===== src/rtl/riscv_pipe_pkg.sv =====
// Shared pipeline definitions: data width, decode control bundle layout and
// register-index helpers used by the ID/EX stage and its hazard comparator.
package riscv_pipe_pkg;

    localparam int unsigned XLEN = 64;

    // Decode control bundle layout
    localparam int unsigned CTRL_W       = 12;
    localparam int unsigned REGWRITE_BIT = 0;
    localparam int unsigned MEMWRITE_BIT = 1;
    localparam int unsigned MEMTOREG_BIT = 2;
    localparam int unsigned MEMREAD_BIT  = 3;
    localparam int unsigned ALUSRC_BIT   = 4;
    localparam int unsigned ALUOP_LSB    = 5;
    localparam int unsigned ALUOP_W      = 4;
    localparam int unsigned BRANCH_BIT   = 9;

    typedef logic [4:0] reg_idx_t;

    localparam reg_idx_t REG_ZERO = 5'd0;

    typedef enum logic [ALUOP_W-1:0] {
        ALUOP_ADD  = 4'd0,
        ALUOP_SUB  = 4'd1,
        ALUOP_AND  = 4'd2,
        ALUOP_OR   = 4'd3,
        ALUOP_XOR  = 4'd4,
        ALUOP_SLL  = 4'd5,
        ALUOP_SRL  = 4'd6,
        ALUOP_SRA  = 4'd7,
        ALUOP_SLT  = 4'd8,
        ALUOP_SLTU = 4'd9
    } aluop_e;

    // True when the write-back port is writing register rs this cycle (x0 never counts).
    function automatic logic wb_hits(input logic we, input reg_idx_t wb_rd, input reg_idx_t rs);
        return we && (wb_rd != REG_ZERO) && (wb_rd == rs);
    endfunction

endpackage


===== src/rtl/id_ex_stage_reg_if.sv =====
// ID/EX boundary bundle: decode inputs, write-back snoop, and registered EX outputs.
// master = decode/control side, slave = the ID/EX stage register.
interface id_ex_stage_reg_if #(
    parameter int unsigned XLEN   = riscv_pipe_pkg::XLEN,
    parameter int unsigned CTRL_W = riscv_pipe_pkg::CTRL_W
);
    import riscv_pipe_pkg::*;

    logic              stall;
    logic              flush;
    logic              id_valid;
    logic [XLEN-1:0]   id_pc;
    reg_idx_t          id_rs1;
    reg_idx_t          id_rs2;
    reg_idx_t          id_rd;
    logic [XLEN-1:0]   id_imm;
    logic [XLEN-1:0]   id_readdata1;
    logic [XLEN-1:0]   id_readdata2;
    logic [CTRL_W-1:0] id_ctrl;

    logic              wb_registerwrite;
    reg_idx_t          wb_rd;
    logic [XLEN-1:0]   wb_writedata;

    logic              hazard_stall;
    logic              ex_valid;
    logic [XLEN-1:0]   ex_pc;
    logic [XLEN-1:0]   ex_imm;
    logic [XLEN-1:0]   ex_data1;
    logic [XLEN-1:0]   ex_data2;
    reg_idx_t          ex_rs1;
    reg_idx_t          ex_rs2;
    reg_idx_t          ex_rd;
    logic [CTRL_W-1:0] ex_ctrl;

    modport master (
        output stall, flush, id_valid, id_pc, id_rs1, id_rs2, id_rd, id_imm,
               id_readdata1, id_readdata2, id_ctrl,
               wb_registerwrite, wb_rd, wb_writedata,
        input  hazard_stall, ex_valid, ex_pc, ex_imm, ex_data1, ex_data2,
               ex_rs1, ex_rs2, ex_rd, ex_ctrl
    );

    modport slave (
        input  stall, flush, id_valid, id_pc, id_rs1, id_rs2, id_rd, id_imm,
               id_readdata1, id_readdata2, id_ctrl,
               wb_registerwrite, wb_rd, wb_writedata,
        output hazard_stall, ex_valid, ex_pc, ex_imm, ex_data1, ex_data2,
               ex_rs1, ex_rs2, ex_rd, ex_ctrl
    );

endinterface


===== src/rtl/id_ex_stage_reg_hazard_detect.sv =====
// Load-use comparator: a load sitting in EX whose destination feeds the
// instruction in ID forces a one-cycle bubble and an upstream hold.
module hazard_detect
    import riscv_pipe_pkg::*;
(
    input  logic     ex_valid_i,
    input  logic     ex_memread_i,
    input  reg_idx_t ex_rd_i,
    input  logic     id_valid_i,
    input  reg_idx_t id_rs1_i,
    input  reg_idx_t id_rs2_i,
    input  logic     flush_i,
    input  logic     stall_i,
    output logic     hazard_stall_o
);

    logic rd_match;

    assign rd_match = (ex_rd_i == id_rs1_i) || (ex_rd_i == id_rs2_i);

    // Flush and downstream stall both suppress the hazard request.
    assign hazard_stall_o = ex_valid_i && ex_memread_i && (ex_rd_i != REG_ZERO)
                         && id_valid_i && rd_match && !flush_i && !stall_i;

endmodule


===== src/rtl/id_ex_stage_reg.sv =====
// Decode-to-execute pipeline register with load-use bubble insertion, flush/stall
// handling and optional write-back bypass (enabled by defining IDEX_WB_BYPASS_EN).
module id_ex_stage_reg #(
    parameter int unsigned XLEN        = riscv_pipe_pkg::XLEN,
    parameter int unsigned CTRL_W      = riscv_pipe_pkg::CTRL_W,
    parameter int unsigned MEMREAD_BIT = riscv_pipe_pkg::MEMREAD_BIT
) (
    input  logic             clk,
    input  logic             reset,
    id_ex_stage_reg_if.slave bus
);
    import riscv_pipe_pkg::*;

    logic              valid_q, valid_d;
    logic [XLEN-1:0]   pc_q,    pc_d;
    logic [XLEN-1:0]   imm_q,   imm_d;
    logic [XLEN-1:0]   data1_q, data1_d;
    logic [XLEN-1:0]   data2_q, data2_d;
    reg_idx_t          rs1_q,   rs1_d;
    reg_idx_t          rs2_q,   rs2_d;
    reg_idx_t          rd_q,    rd_d;
    logic [CTRL_W-1:0] ctrl_q,  ctrl_d;

    logic              hazard;
    logic              kill;

    hazard_detect u_hazard_detect (
        .ex_valid_i     (valid_q),
        .ex_memread_i   (ctrl_q[MEMREAD_BIT]),
        .ex_rd_i        (rd_q),
        .id_valid_i     (bus.id_valid),
        .id_rs1_i       (bus.id_rs1),
        .id_rs2_i       (bus.id_rs2),
        .flush_i        (bus.flush),
        .stall_i        (bus.stall),
        .hazard_stall_o (hazard)
    );

    // hazard already excludes stall and flush, so flush and load-use share one
    // bubble path ahead of the stall branch without changing priority.
    assign kill = bus.flush || hazard;

    always_comb begin
        valid_d = valid_q;
        pc_d    = pc_q;
        imm_d   = imm_q;
        data1_d = data1_q;
        data2_d = data2_q;
        rs1_d   = rs1_q;
        rs2_d   = rs2_q;
        rd_d    = rd_q;
        ctrl_d  = ctrl_q;

        if (kill) begin
            valid_d = 1'b0;
            pc_d    = '0;
            imm_d   = '0;
            data1_d = '0;
            data2_d = '0;
            rs1_d   = '0;
            rs2_d   = '0;
            rd_d    = '0;
            ctrl_d  = '0;
        end else if (bus.stall) begin
`ifdef IDEX_WB_BYPASS_EN
            // Held operands track write-backs so they are current when the stall lifts.
            if (valid_q && wb_hits(bus.wb_registerwrite, bus.wb_rd, rs1_q)) begin
                data1_d = bus.wb_writedata;
            end
            if (valid_q && wb_hits(bus.wb_registerwrite, bus.wb_rd, rs2_q)) begin
                data2_d = bus.wb_writedata;
            end
`endif
        end else begin
            valid_d = bus.id_valid;
            pc_d    = bus.id_pc;
            imm_d   = bus.id_imm;
            rs1_d   = bus.id_rs1;
            rs2_d   = bus.id_rs2;
            rd_d    = bus.id_rd;
            ctrl_d  = bus.id_valid ? bus.id_ctrl : '0;
`ifdef IDEX_WB_BYPASS_EN
            // Register file writes at the same edge, so its read port is one write behind.
            data1_d = wb_hits(bus.wb_registerwrite, bus.wb_rd, bus.id_rs1) ? bus.wb_writedata
                                                                           : bus.id_readdata1;
            data2_d = wb_hits(bus.wb_registerwrite, bus.wb_rd, bus.id_rs2) ? bus.wb_writedata
                                                                           : bus.id_readdata2;
`else
            data1_d = bus.id_readdata1;
            data2_d = bus.id_readdata2;
`endif
        end
    end

`ifndef IDEX_WB_BYPASS_EN
    logic unused_wb;
    assign unused_wb = ^{bus.wb_registerwrite, bus.wb_rd, bus.wb_writedata};
`endif

    always_ff @(posedge clk) begin
        if (reset) begin
            valid_q <= 1'b0;
            pc_q    <= '0;
            imm_q   <= '0;
            data1_q <= '0;
            data2_q <= '0;
            rs1_q   <= '0;
            rs2_q   <= '0;
            rd_q    <= '0;
            ctrl_q  <= '0;
        end else begin
            valid_q <= valid_d;
            pc_q    <= pc_d;
            imm_q   <= imm_d;
            data1_q <= data1_d;
            data2_q <= data2_d;
            rs1_q   <= rs1_d;
            rs2_q   <= rs2_d;
            rd_q    <= rd_d;
            ctrl_q  <= ctrl_d;
        end
    end

    assign bus.hazard_stall = hazard;
    assign bus.ex_valid     = valid_q;
    assign bus.ex_pc        = pc_q;
    assign bus.ex_imm       = imm_q;
    assign bus.ex_data1     = data1_q;
    assign bus.ex_data2     = data2_q;
    assign bus.ex_rs1       = rs1_q;
    assign bus.ex_rs2       = rs2_q;
    assign bus.ex_rd        = rd_q;
    assign bus.ex_ctrl      = ctrl_q;

endmodule


===== src/flat_wrapper.sv =====
// flat-port wrapper written by rule: the top's interface ports become plain ports
module id_ex_stage_reg_flat import riscv_pipe_pkg::*;
#(
    parameter int unsigned XLEN        = riscv_pipe_pkg::XLEN,
    parameter int unsigned CTRL_W      = riscv_pipe_pkg::CTRL_W,
    parameter int unsigned MEMREAD_BIT = riscv_pipe_pkg::MEMREAD_BIT
)
  (clk, reset, bus_stall, bus_flush, bus_id_valid, bus_id_pc, bus_id_rs1, bus_id_rs2, bus_id_rd, bus_id_imm, bus_id_readdata1, bus_id_readdata2, bus_id_ctrl, bus_wb_registerwrite, bus_wb_rd, bus_wb_writedata, bus_hazard_stall, bus_ex_valid, bus_ex_pc, bus_ex_imm, bus_ex_data1, bus_ex_data2, bus_ex_rs1, bus_ex_rs2, bus_ex_rd, bus_ex_ctrl);
  id_ex_stage_reg_if #(.XLEN(XLEN), .CTRL_W(CTRL_W)) bus_i ();
  input  logic clk;
  input  logic reset;
  input wire logic [$bits(bus_i.stall)-1:0] bus_stall;
  input wire logic [$bits(bus_i.flush)-1:0] bus_flush;
  input wire logic [$bits(bus_i.id_valid)-1:0] bus_id_valid;
  input wire logic [$bits(bus_i.id_pc)-1:0] bus_id_pc;
  input wire logic [$bits(bus_i.id_rs1)-1:0] bus_id_rs1;
  input wire logic [$bits(bus_i.id_rs2)-1:0] bus_id_rs2;
  input wire logic [$bits(bus_i.id_rd)-1:0] bus_id_rd;
  input wire logic [$bits(bus_i.id_imm)-1:0] bus_id_imm;
  input wire logic [$bits(bus_i.id_readdata1)-1:0] bus_id_readdata1;
  input wire logic [$bits(bus_i.id_readdata2)-1:0] bus_id_readdata2;
  input wire logic [$bits(bus_i.id_ctrl)-1:0] bus_id_ctrl;
  input wire logic [$bits(bus_i.wb_registerwrite)-1:0] bus_wb_registerwrite;
  input wire logic [$bits(bus_i.wb_rd)-1:0] bus_wb_rd;
  input wire logic [$bits(bus_i.wb_writedata)-1:0] bus_wb_writedata;
  output wire logic [$bits(bus_i.hazard_stall)-1:0] bus_hazard_stall;
  output wire logic [$bits(bus_i.ex_valid)-1:0] bus_ex_valid;
  output wire logic [$bits(bus_i.ex_pc)-1:0] bus_ex_pc;
  output wire logic [$bits(bus_i.ex_imm)-1:0] bus_ex_imm;
  output wire logic [$bits(bus_i.ex_data1)-1:0] bus_ex_data1;
  output wire logic [$bits(bus_i.ex_data2)-1:0] bus_ex_data2;
  output wire logic [$bits(bus_i.ex_rs1)-1:0] bus_ex_rs1;
  output wire logic [$bits(bus_i.ex_rs2)-1:0] bus_ex_rs2;
  output wire logic [$bits(bus_i.ex_rd)-1:0] bus_ex_rd;
  output wire logic [$bits(bus_i.ex_ctrl)-1:0] bus_ex_ctrl;
  assign bus_i.stall = bus_stall;
  assign bus_i.flush = bus_flush;
  assign bus_i.id_valid = bus_id_valid;
  assign bus_i.id_pc = bus_id_pc;
  assign bus_i.id_rs1 = bus_id_rs1;
  assign bus_i.id_rs2 = bus_id_rs2;
  assign bus_i.id_rd = bus_id_rd;
  assign bus_i.id_imm = bus_id_imm;
  assign bus_i.id_readdata1 = bus_id_readdata1;
  assign bus_i.id_readdata2 = bus_id_readdata2;
  assign bus_i.id_ctrl = bus_id_ctrl;
  assign bus_i.wb_registerwrite = bus_wb_registerwrite;
  assign bus_i.wb_rd = bus_wb_rd;
  assign bus_i.wb_writedata = bus_wb_writedata;
  assign bus_hazard_stall = bus_i.hazard_stall;
  assign bus_ex_valid = bus_i.ex_valid;
  assign bus_ex_pc = bus_i.ex_pc;
  assign bus_ex_imm = bus_i.ex_imm;
  assign bus_ex_data1 = bus_i.ex_data1;
  assign bus_ex_data2 = bus_i.ex_data2;
  assign bus_ex_rs1 = bus_i.ex_rs1;
  assign bus_ex_rs2 = bus_i.ex_rs2;
  assign bus_ex_rd = bus_i.ex_rd;
  assign bus_ex_ctrl = bus_i.ex_ctrl;
  id_ex_stage_reg #(.XLEN(XLEN), .CTRL_W(CTRL_W), .MEMREAD_BIT(MEMREAD_BIT)) u_core (.clk(clk), .reset(reset), .bus(bus_i));
endmodule

===== config.mk =====
export PLATFORM = sky130hd
export DESIGN_NAME = id_ex_stage_reg_flat
export DESIGN_NICKNAME = d
export VERILOG_FILES = /design/src/rtl/riscv_pipe_pkg.sv /design/src/rtl/id_ex_stage_reg_if.sv /design/src/rtl/id_ex_stage_reg_hazard_detect.sv /design/src/rtl/id_ex_stage_reg.sv /design/src/flat_wrapper.sv
export SDC_FILE = /design/constraint.sdc
export NUM_CORES = 1
export LEC_CHECK = 0
export CORE_AREA = 2 2 247 249
export CTS_CLUSTER_SIZE = 14
export DETAILED_ROUTE_END_ITERATION = 7
export DIE_AREA = 0 0 249 251
export HOLD_SLACK_MARGIN = 0.08
export SYNTH_ARGS = -nofsm -noshare
export SYNTH_HDL_FRONTEND = slang
export SYNTH_SLANG_ARGS = --single-unit

===== constraint.sdc =====
create_clock -name clk -period 3.85 [get_ports clk]
set_clock_uncertainty 0.2 [all_clocks]
set_input_delay 0.385 -clock clk [delete_from_list [all_inputs] [get_ports clk]]
set_output_delay 0.385 -clock clk [all_outputs]
set_load 0.02 [all_outputs]

======== Yosys cells after proc, flatten, opt, wreduce, memory -nomap -nowiden ========
Index checks and enable logic that the tools add are counted.
operators by class
  equality and inequality tests ........... 2
  mux-type cells .......................... 1
  reductions and logical operators ........ 12
operator list
  operator           count
  $mux 12            1
  $eq 5x5->1         2
  $logic_and 1x1->1  6
  $reduce_bool 5->1  1
  $logic_not 1->1    2
  $logic_or 1x1->1   2
  $reduce_or 2->1    1
storage, ports and cells
  register bits ........................... 284
  input bits .............................. 358
  output and inout bits ................... 285
  logic and storage cells ................. 24

======== Logic depth before layout (Yosys ltp) ========
  depth in word-level cells ............... 8
  gate-level depth with buffers ........... 7
  mapped depth without buffers ............ 4

======== Hierarchy ========
A second synthesis with hierarchy kept.
second synthesis, totals
  cell total of the unflattened synthesis .. 950
  area total of the unflattened synthesis .. 10352.4 um^2
by module, submodules not included
  module           times used  cells an instance  area each (um^2)  seq. area each (um^2)
  id_ex_stage_reg  1           931                10211.0           5685.5
  hazard_detect    1           19                 141.4             0.0

======== Worst setup path before layout ========
No wires, ideal clock.
  path type ............................... register to output
  from .................................... register u_core.rd_q[3], in the netlist u_core.bus.ex_rd[3]
  to ...................................... output bus_hazard_stall
  data arrival time ....................... 1.798 ns
  data required time ...................... 3.265 ns
  path slack .............................. 1.467 ns
  cell stages (with the launch flop) ...... 7
  path buffers ............................ 2
  cells stage by stage .................... dfxtp_1 -> xnor2_1 -> nand3_1 -> o22ai_1 -> clkbuf_1 -> clkbuf_1 -> and2_1
between the ends
  cells in the longest elaborated chain, start to end .. 6
  elaborated cells on any way between the ends .. 9
  those cells by class .................... eq/ne: 2; reduce/logical: 7
RTL lines
  what                                line                                 RTL
  start: declaration                  id_ex_stage_reg.sv:21                reg_idx_t rd_q, rd_d;
  start signal: assignment            id_ex_stage_reg.sv:119               rd_q <= rd_d;
  $reduce_bool 5->1                   id_ex_stage_reg_hazard_detect.sv:22  assign hazard_stall_o = ex_valid_i && ex_memread_i && (ex_rd_i != REG_ZERO)
  $logic_and 1x1->1                   id_ex_stage_reg_hazard_detect.sv:22
  $logic_and 1x1->1                   id_ex_stage_reg_hazard_detect.sv:23  && id_valid_i && rd_match && !flush_i && !stall_i;
  $logic_and 1x1->1 (*) (3 in a row)  id_ex_stage_reg_hazard_detect.sv:23
  end: declaration                    flat_wrapper.sv:26                   output wire logic [$bits(bus_i.hazard_stall)-1:0] bus_hazard_stall;
Mark *: on every way between the ends. The rest lies on a longest branch, timed or not.

======== Final worst setup path ========
  from .................................... register u_core.rd_q[0], in the netlist u_core.bus.ex_rd[0]
  to ...................................... output bus_hazard_stall
Same word-level chain as after synthesis.

==> flow_metrics.py <==
metrics = {
    "status": {
        "status": "complete, no violations",
    },
    "route": {
        "ant_nets": 0,
        "drc_errors": 0,
        "dr.pass1.iters": 4,
        "via_per_inst": 4.790,
        "vias": 11070,
        "routed_wl_um": 47080,
        "drt-initial-drc-count": 405,
        "wire_per_inst_um": 20.38,
    },
    "power_and_ir_drop": {
        "p_per_area_nw_per_um2": 366.3,
        "p_leak_nw": 7.019,
        "ir_drop_v": 0.0003001,
    },
    "sta": {
        "period_minus_slack_ps": 3384,
        "hold_violations": 0,
        "drv_slew": 0,
        "slew_headroom": 0.1626,
        "setup_viol": 0,
        "max_freq_mhz": 295.5,
        "finalWorstSetupSlack_ps": 466.0,
        "period_share": 0.8790,
        "worst_slew_pin_slew_ps": 1256,
        "fin_tns_setup_ps": 0,
        "rsz0062_at_grt": "no",
    },
    "global_routing": {
        "track_usage": 0.1431,
        "grt_max_degree": 132,
        "grt_overflow": 0,
        "antenna_found_initial": 1,
        "grt_pass1_wl_um": 71240,
        "grt_pass1_vias": 11470,
    },
    "floorplanning": {
        "dieArea_um2": 62500,
        "initial_core_util": 0.2326,
        "core_um2": 59790,
        "rows": 90,
        "boundaryPins": 643,
        "die_x_um": 249,
        "die_h_um": 251,
    },
    "synth": {
        "synthDistinctLibCells": 22,
        "synth_area_um2": 13910,
        "avgSynthCellArea_um2": 13.48,
        "ys_ff_latch": 284,
        "ys_top_cells_by_area": "dfxtp_1 41%, a2111oi_2 24%, mux2i_1 20%, a2111oi_4 5.5%, clkbuf_1 2.6%",
        "syn_nets": 1390,
        "ys_warn_count": 0,
        "netlist.area_leader.share": 0.4088,
        "yosys.area.top_type": "dfxtp_1",
        "netlist_instances": 1032,
        "ys_seq_area_frac": 0.4088,
    },
    "worst_setup_path": {
        "critPathKind": "reg2out",
        "cp.arrival_ps": 2800,
        "startpoint_type": "flip-flop",
        "end_kind": "output pin",
        "worstPathMaxFanout": 7,
        "required_ps": 3260,
    },
    "cts": {
        "clk_latency_ps": 530,
        "postCtsHoldBufs": 0,
        "ctsRootBufferMaster": "clkbuf_16",
        "cts_tree": "yes",
        "post_cts_buffers": 0,
        "cts_buffers": 36,
        "clockBufferDepth": 3,
        "cts_resized": 0,
        "clkTransAtPathRegs_ps": 60,
        "cts_sinks": 284,
        "htreeDepth": 2,
    },
    "cells_and_area": {
        "layout.nets": 1865,
        "drive_gt1_frac": 0.2169,
        "num-fill-cells": 5868,
        "syn_to_final_growth_pct": 53.23,
    },
    "place": {
        "io_buffers": 572,
        "dp_hpwl_um": 31170,
        "gp_congestion": 0.7720,
        "dpl_worst_slack_ps": 734.9,
    },
    "min_path": {
        "hold_class": "in2reg",
    },
    "job": {
        "drv_cap": 0,
    },
}
-- registers in the layout (all words and copies together) (netlist names) --
signal               cells
u_core.bus.ex_rs1        5
u_core.bus.ex_imm       64
u_core.bus.ex_data2     64
u_core.bus.ex_ctrl      12
u_core.bus.ex_pc        64
u_core.bus.ex_data1     64
u_core.bus.ex_valid      1
u_core.bus.ex_rd         5
u_core.bus.ex_rs2        5
-- kinds of logic (layout without fill, tap and decap cells) --
kind of cell	after synthesis	count (layout)	share of synthesized area
xor gates and xnor gates	10	10	0.006298
buffers and inverters	159	653	0.06109
DFF	284	284	0.4088
and+or+nand+nor	10	10	0.004049
other	0	2	0
muxes	271	271	0.1951
AOI/OAI and AO/OA	298	298	0.3247
-- routing by layer --
layer	GRT usage	wire length, µm	vias up	share of wire
met4	0.05212	1356	0	0.029
met5	0	0	-	0
met2	0.2389	22930	335	0.49
met1	0.1755	19840	5479	0.42
met3	0.04017	2949	75	0.063
li1	-	-	5176	-
-- final cells by class --
| type | count | area, µm² | area share |
|---|---|---|---|
| well taps | 782 | 978.4 | 0.04591 |
| flip-flops and latches | 284 | 5685 | 0.2668 |
| repair buffers | 596 | 6083 | 0.2855 |
| clock inverters | 6 | 105.1 | 0.004932 |
| diodes | 2 | 5.005 | 0.0002349 |
| multi-input cells | 589 | 7395 | 0.3470 |
| clock buffers | 51 | 1059 | 0.04967 |
-- where the power goes --
part | switching [mW] | internal [mW] | leakage (nW) | total, mW
Combinational | 0.668 | 0.671 | 4.13 | 1.34
Clock | 1.28 | 2.09 | 0.575 | 3.38
Sequential | 0.0531 | 3.04 | 2.31 | 3.09
-- metrics by stage --
step / cell area, µm² / instances / util / hold slack, ps / power, mW
4_1_cts: 21310 / 2308 / 0.3563 / 112.6 / 7.956
6_report: 21310 / 2310 / 0.3564 / 141.3 / 7.806
3_3_place_gp: 20140 / 2251 / 0.3368 / 329.7 / 4.487
3_5_place_dp: 20140 / 2251 / 0.3368 / 337.6 / 4.503
5_1_grt: 21310 / 2309 / 0.3564 / 132.4 / 8.135
2_1_floorplan: 13910 / 1032 / - / 405.2 / 3.863
-- cells in the final DEF (no fill, tap or decap), drive strengths merged --
| cell type | Yosys | final |
|---|---|---|
| a2111oi | 284 | 284 |
| diode | 0 | 2 |
| a22oi | 12 | 12 |
| clkinv | 0 | 3 |
| buf | 62 | 27 |
| xnor2 | 10 | 10 |
| clkbuf | 97 | 51 |
| bufinv | 0 | 3 |
| clkdlybuf4s50 | 0 | 569 |
| mux2i | 271 | 271 |
| nand3 | 3 | 3 |
| a21oi | 1 | 1 |
| dfxtp | 284 | 284 |
| nor3 | 1 | 1 |
| nand2 | 2 | 2 |
| o22ai | 1 | 1 |
| or4 | 1 | 1 |
| nor2 | 1 | 1 |
| nor2b | 1 | 1 |
| and2 | 1 | 1 |
-- path summary, 6_finish.rpt --
check                                              from                       to  slack (ps)  cells after the start
worst max-delay path                u_core.bus.ex_rd[0]         bus_hazard_stall         470                      5
worst min register to register  u_core.bus.ex_data2[51]  u_core.bus.ex_data2[51]         340                      2
worst min-delay path                          bus_stall  u_core.bus.ex_data2[54]         140                      3
worst max register to register      u_core.bus.ex_rd[0]     u_core.bus.ex_rs2[4]         910                      5
-- cell usage after synthesis --
cell       number
clkbuf_1       97
nor2b_1         1
a2111oi_1      10
a21oi_1         1
mux2i_1       271
a2111oi_4      28
buf_6          28
o22ai_1         1
nor2_1          1
xnor2_1        10
a2111oi_2     222
buf_1           4
or4_1           1
buf_4           2
a2111oi_0      24
and2_1          1
nor3_2          1
nand2_1         2
dfxtp_1       284
nand3_1         3
a22oi_1        12
buf_2          28
-- critical path, cell delays in order, from the launching register on --
cell and delay, ps:
dfxtp_1 360, or4_1 540, nor2_1 450, nor3_4 150
and2_1 210, clkdlybuf4s50_1 570
Power figures use the tool's default switching activity.
==> patch 1: new RTL, config.mk and constraints unchanged <==
Set the package constant `REG_ZERO` to 5'd1 (it was 5'd0).
--- a/src/rtl/riscv_pipe_pkg.sv
+++ b/src/rtl/riscv_pipe_pkg.sv
@@ -18,5 +18,5 @@
     typedef logic [4:0] reg_idx_t;
 
-    localparam reg_idx_t REG_ZERO = 5'd0;
+    localparam reg_idx_t REG_ZERO = 5'd1;
 
     typedef enum logic [ALUOP_W-1:0] {
Formal check against the unedited RTL: not equivalent (Yosys sat finds a counterexample within 4 cycles, from zero or initial values).
==> patch 1 against the unedited design <==
Cell area is 0.78% lower. Final cell count increased by 0.30%. Sequential cell count is the same. Synthesized cell count unchanged. Power is 1.3% lower. Via count fell by 0.61%. Wire length down 1.2%. Maximum frequency grew 6.9%. Clock power shrank 2%. Area after synthesis increased by 0.19%. First-iteration DRC count up 16%. Worst setup slack improved by 0.22 ns. Die area is the same. Critical path type unchanged.
==> patch 1: results <==
status:
  outcome: "finished clean"
final_layout:
  diodes: 0
  fillCellCount: 5878
  fin_nets: 1868
  drive_gt1_share_pct: 22.3
routing:
  topRoutingLayerUsed: "met5"
  dr_total_vias: 11000
  wl_met2_um: 22900
  dr.first_iter.drc_count: 468
  drt-met1-wl_um: 19200
  wl_per_cell_um: 20.1
  wl_met3_um: 3090
  routed_via_density: 4.75
placement:
  place.gp.congestion: 0.771
  dp_hpwl_um: 31000
  dp.cells: 2254
  pre_cts_slack_ns: 0.740
  placed_cell_area_um2: 20000
synthesis:
  yosysWarningCount: 0
  synth_xor_area_share_pct: 0.629
  yosys-top-cells-count: "284 x dfxtp_1, 271 x mux2i_1, 249 x a2111oi_2, 69 x clkbuf_1, 42 x buf_6"
  synthMuxAreaShare_pct: 19.5
  synth_ff_type: "dfxtp_1"
  synth_area_leaders: "dfxtp_1 41%, a2111oi_2 27%, mux2i_1 19%"
  ys_seq_area_share_pct: 40.8
  synth-adder-area-share_pct: 0
  synth.distinct_cells: 22
  synth_compound_area_share_pct: 31.2
  syn_area_per_cell_um2: 13.5
worst_setup_path:
  reg2reg_from: "u_core.bus.ex_rd[3]"
  reg2reg_to: "u_core.bus.ex_data1[4]"
  arrival_ns: 2.58
  crit_fanout: 5
  crit_family: "buffers and inverters"
  reg2reg_slack_ns: 1.16
  max_stage_delay_ns: 0.72
  reg2reg_depth: 6
cts:
  cts_setup_buffers: 0
  cts_made_buffers: 35
  insertion_delay_ns: 0.53
sta:
  fin_crit_ns: 3.17
  worstMarginPinSlew_ns: 1.11
  holdWs_ns: 0.157
global_routing:
  met3_usage_pct: 4.09
  grt_util_all_layers_pct: 14.2
  grt_pass1_vias: 11300
  gr-usage-met2_pct: 24.0
  grt_first_pass_wirelength_um: 70900
  use_met1_pct: 17.3
  grt_max_degree: 135
power:
  vdd_ir_drop_max_mv: 0.262
  p_leak_uw: 0.00700
patch 1: changes by cell type after synthesis, moves of 3 or more:
cell / unedited run / this run
buf_2: 28 / 32
a2111oi_2: 222 / 249
a2111oi_4: 28 / 10
buf_4: 2 / 15
buf_6: 28 / 42
a2111oi_1: 10 / 0
buf_1: 4 / 1
clkbuf_1: 97 / 69
patch 1: area by class of cell:
type                       instances  area (um2)  area share (%)
multi-input combinational        589        7240            34.2
clock inverter                     2        35.0           0.166
clock buffer                      60        1100            5.21
tap                              782         978            4.63
sequential                       284        5690            26.9
timing repair buffer             600        6100            28.9
patch 1: repair_timing:
| action | CTS | global route |
|---|---|---|
| hold endpoints to repair | 14 | 0 |
| setup endpoints to repair | 0 | 0 |
| hold buffers | 1 | 0 |
patch 1: where the power goes:
part           internal (uW)  switching (uW)  total, uW
Sequential              3040            54.0       3090
Clock                   2000            1290       3300
Combinational            666             654       1320
==> patch 2: new RTL, same settings <==
Made on the original files. Reset style: asynchronous (`reset`), changed in one clocked block.
--- a/src/rtl/id_ex_stage_reg.sv
+++ b/src/rtl/id_ex_stage_reg.sv
@@ -98,5 +98,5 @@
 `endif
 
-    always_ff @(posedge clk) begin
+    always_ff @(posedge clk or posedge reset) begin
         if (reset) begin
             valid_q <= 1'b0;
Function: differs if reset is asserted again (counterexample within 4 cycles, from zero or initial values and one cycle with reset high); with reset held inactive, the same outputs for 4 cycles.
==> patch 2 against the unedited design <==
Utilization fell by 1.2 points. Worst setup slack improved by 0.27 ns. Critical path depth unchanged. Die area did not move. Wire length shrank 4.0%. Cell area down 3.3%. Power rose by 6.0%. Area after synthesis decreased by 5.9%. Sequential cell count unchanged. Non-clock buffer count grew 4.
==> patch 2: results <==
global_routing:
  grt_max_degree: 171
  grt_first_pass_wirelength_um: 69800
  grt_pass1_vias: 11400
  grt_util_all_layers_pct: 14.0
synthesis:
  synthMuxAreaShare_pct: 20.8
  synth_compound_area_share_pct: 16.9
  synth_xor_area_share_pct: 0.669
  async_reset_ff_share_pct: 100
  syn_nets: 1372
  yosys-top-cells-count: "284 x dfrtp_1, 272 x mux2i_1, 264 x a211oi_1, 61 x buf_2, 38 x clkbuf_1"
  synth.distinct_cells: 20
  ys_seq_area_share_pct: 54.3
worst_setup_path:
  crit_fanout: 5
  max_stage_delay_ns: 0.76
  arrival_ns: 2.53
power:
  vdd_ir_drop_max_mv: 0.277
  p_leak_uw: 0.00855
  intPower_uw: 6150
final_layout:
  drive_gt1_share_pct: 6.02
  fin_nets: 1879
routing:
  dr_total_vias: 10700
  dr.first_iter.drc_count: 392
  drt_wl_total_um: 45200
sta:
  worstMarginPinSlew_ns: 1.01
worst_hold_path:
  hp-class: "in2reg"
cts:
  cts_made_buffers: 34
  ctsHoldBuffers: 1
  clk_pin_slew_ns: 0.07
placement:
  dp_hpwl_um: 30100
  place.gp.congestion: 0.766
status:
  outcome: "finished clean"
==> patch 2: critical path, delay by kind of cell (launching register included) <==
kind,cells,cell delay [ns]
AOI/OAI and AO/OA,1,0.21
xor gates and xnor gates,1,0.20
buffers and inverters,1,0.76
DFF,1,0.46
and+or+nand+nor,2,0.36
==> patch 2: power groups by stage <==
stage,Sequential [uW],Clock (uW),Combinational (uW)
finish,3250,3510,1520
global route,3270,3780,1620
CTS,3250,3640,1540
detailed placement,3300,0,1530
global placement,3300,0,1520
floorplan,3500,0,536
==> patch 2: area by class of cell <==
class	count	area, um2
clock buffers	52	1050
inverters	1	7.51
fillers	5938	39200
clock inverters	9	173
multi-input cells	600	5210
flip-flops and latches	284	7110
diodes	2	5.00
repair buffers	600	6070
well taps	782	978
==> patch 2: worst paths after layout <==
check / from / endpoint / slack, ns / cells after the start
min: bus_stall / u_core.bus.ex_ctrl[2] / 0.12 / 3
max in group asynchronous: reset / u_core.bus.ex_imm[34] / 1.94 / 5
max: u_core.bus.ex_rd[0] / bus_hazard_stall / 0.74 / 5
min reg2reg: u_core.bus.ex_ctrl[5] / u_core.bus.ex_ctrl[5] / 0.34 / 2
min in group asynchronous: reset / u_core.bus.ex_rs2[0] / 0.61 / 3
max reg2reg: u_core.bus.ex_rd[0] / u_core.bus.ex_data1[39] / 1.33 / 6
==> patch 2: routing by layer <==
layer | up-vias | GRT usage (%) | wire [um]
met2 | 427 | 23.3 | 21700
met1 | 5284 | 16.5 | 18100
met3 | 83 | 5.21 | 3970
li1 | 4880 | - | -
met4 | 0 | 5.23 | 1390
met5 | - | 0 | 0
==> patch 2: kinds of logic after synthesis <==
group,count (synthesis)
multiplexers,272
AO/OA/AOI/OAI,286
AND/OR/NAND/NOR,32
XOR/XNOR,10
buffers and inverters,130
flip-flops,284
==> patch 2: through the flow <==
stage          area (um2)  std cells  utilization [%]  setup WS [ns]
2_1_floorplan       13100       1014                -         -0.498
3_3_place_gp        19400       2266             32.4          0.901
3_5_place_dp        19400       2266             32.4          0.899
4_1_cts             20600       2328             34.5          0.685
5_1_grt             20600       2329             34.5          0.604
6_report            20600       2330             34.5          0.739
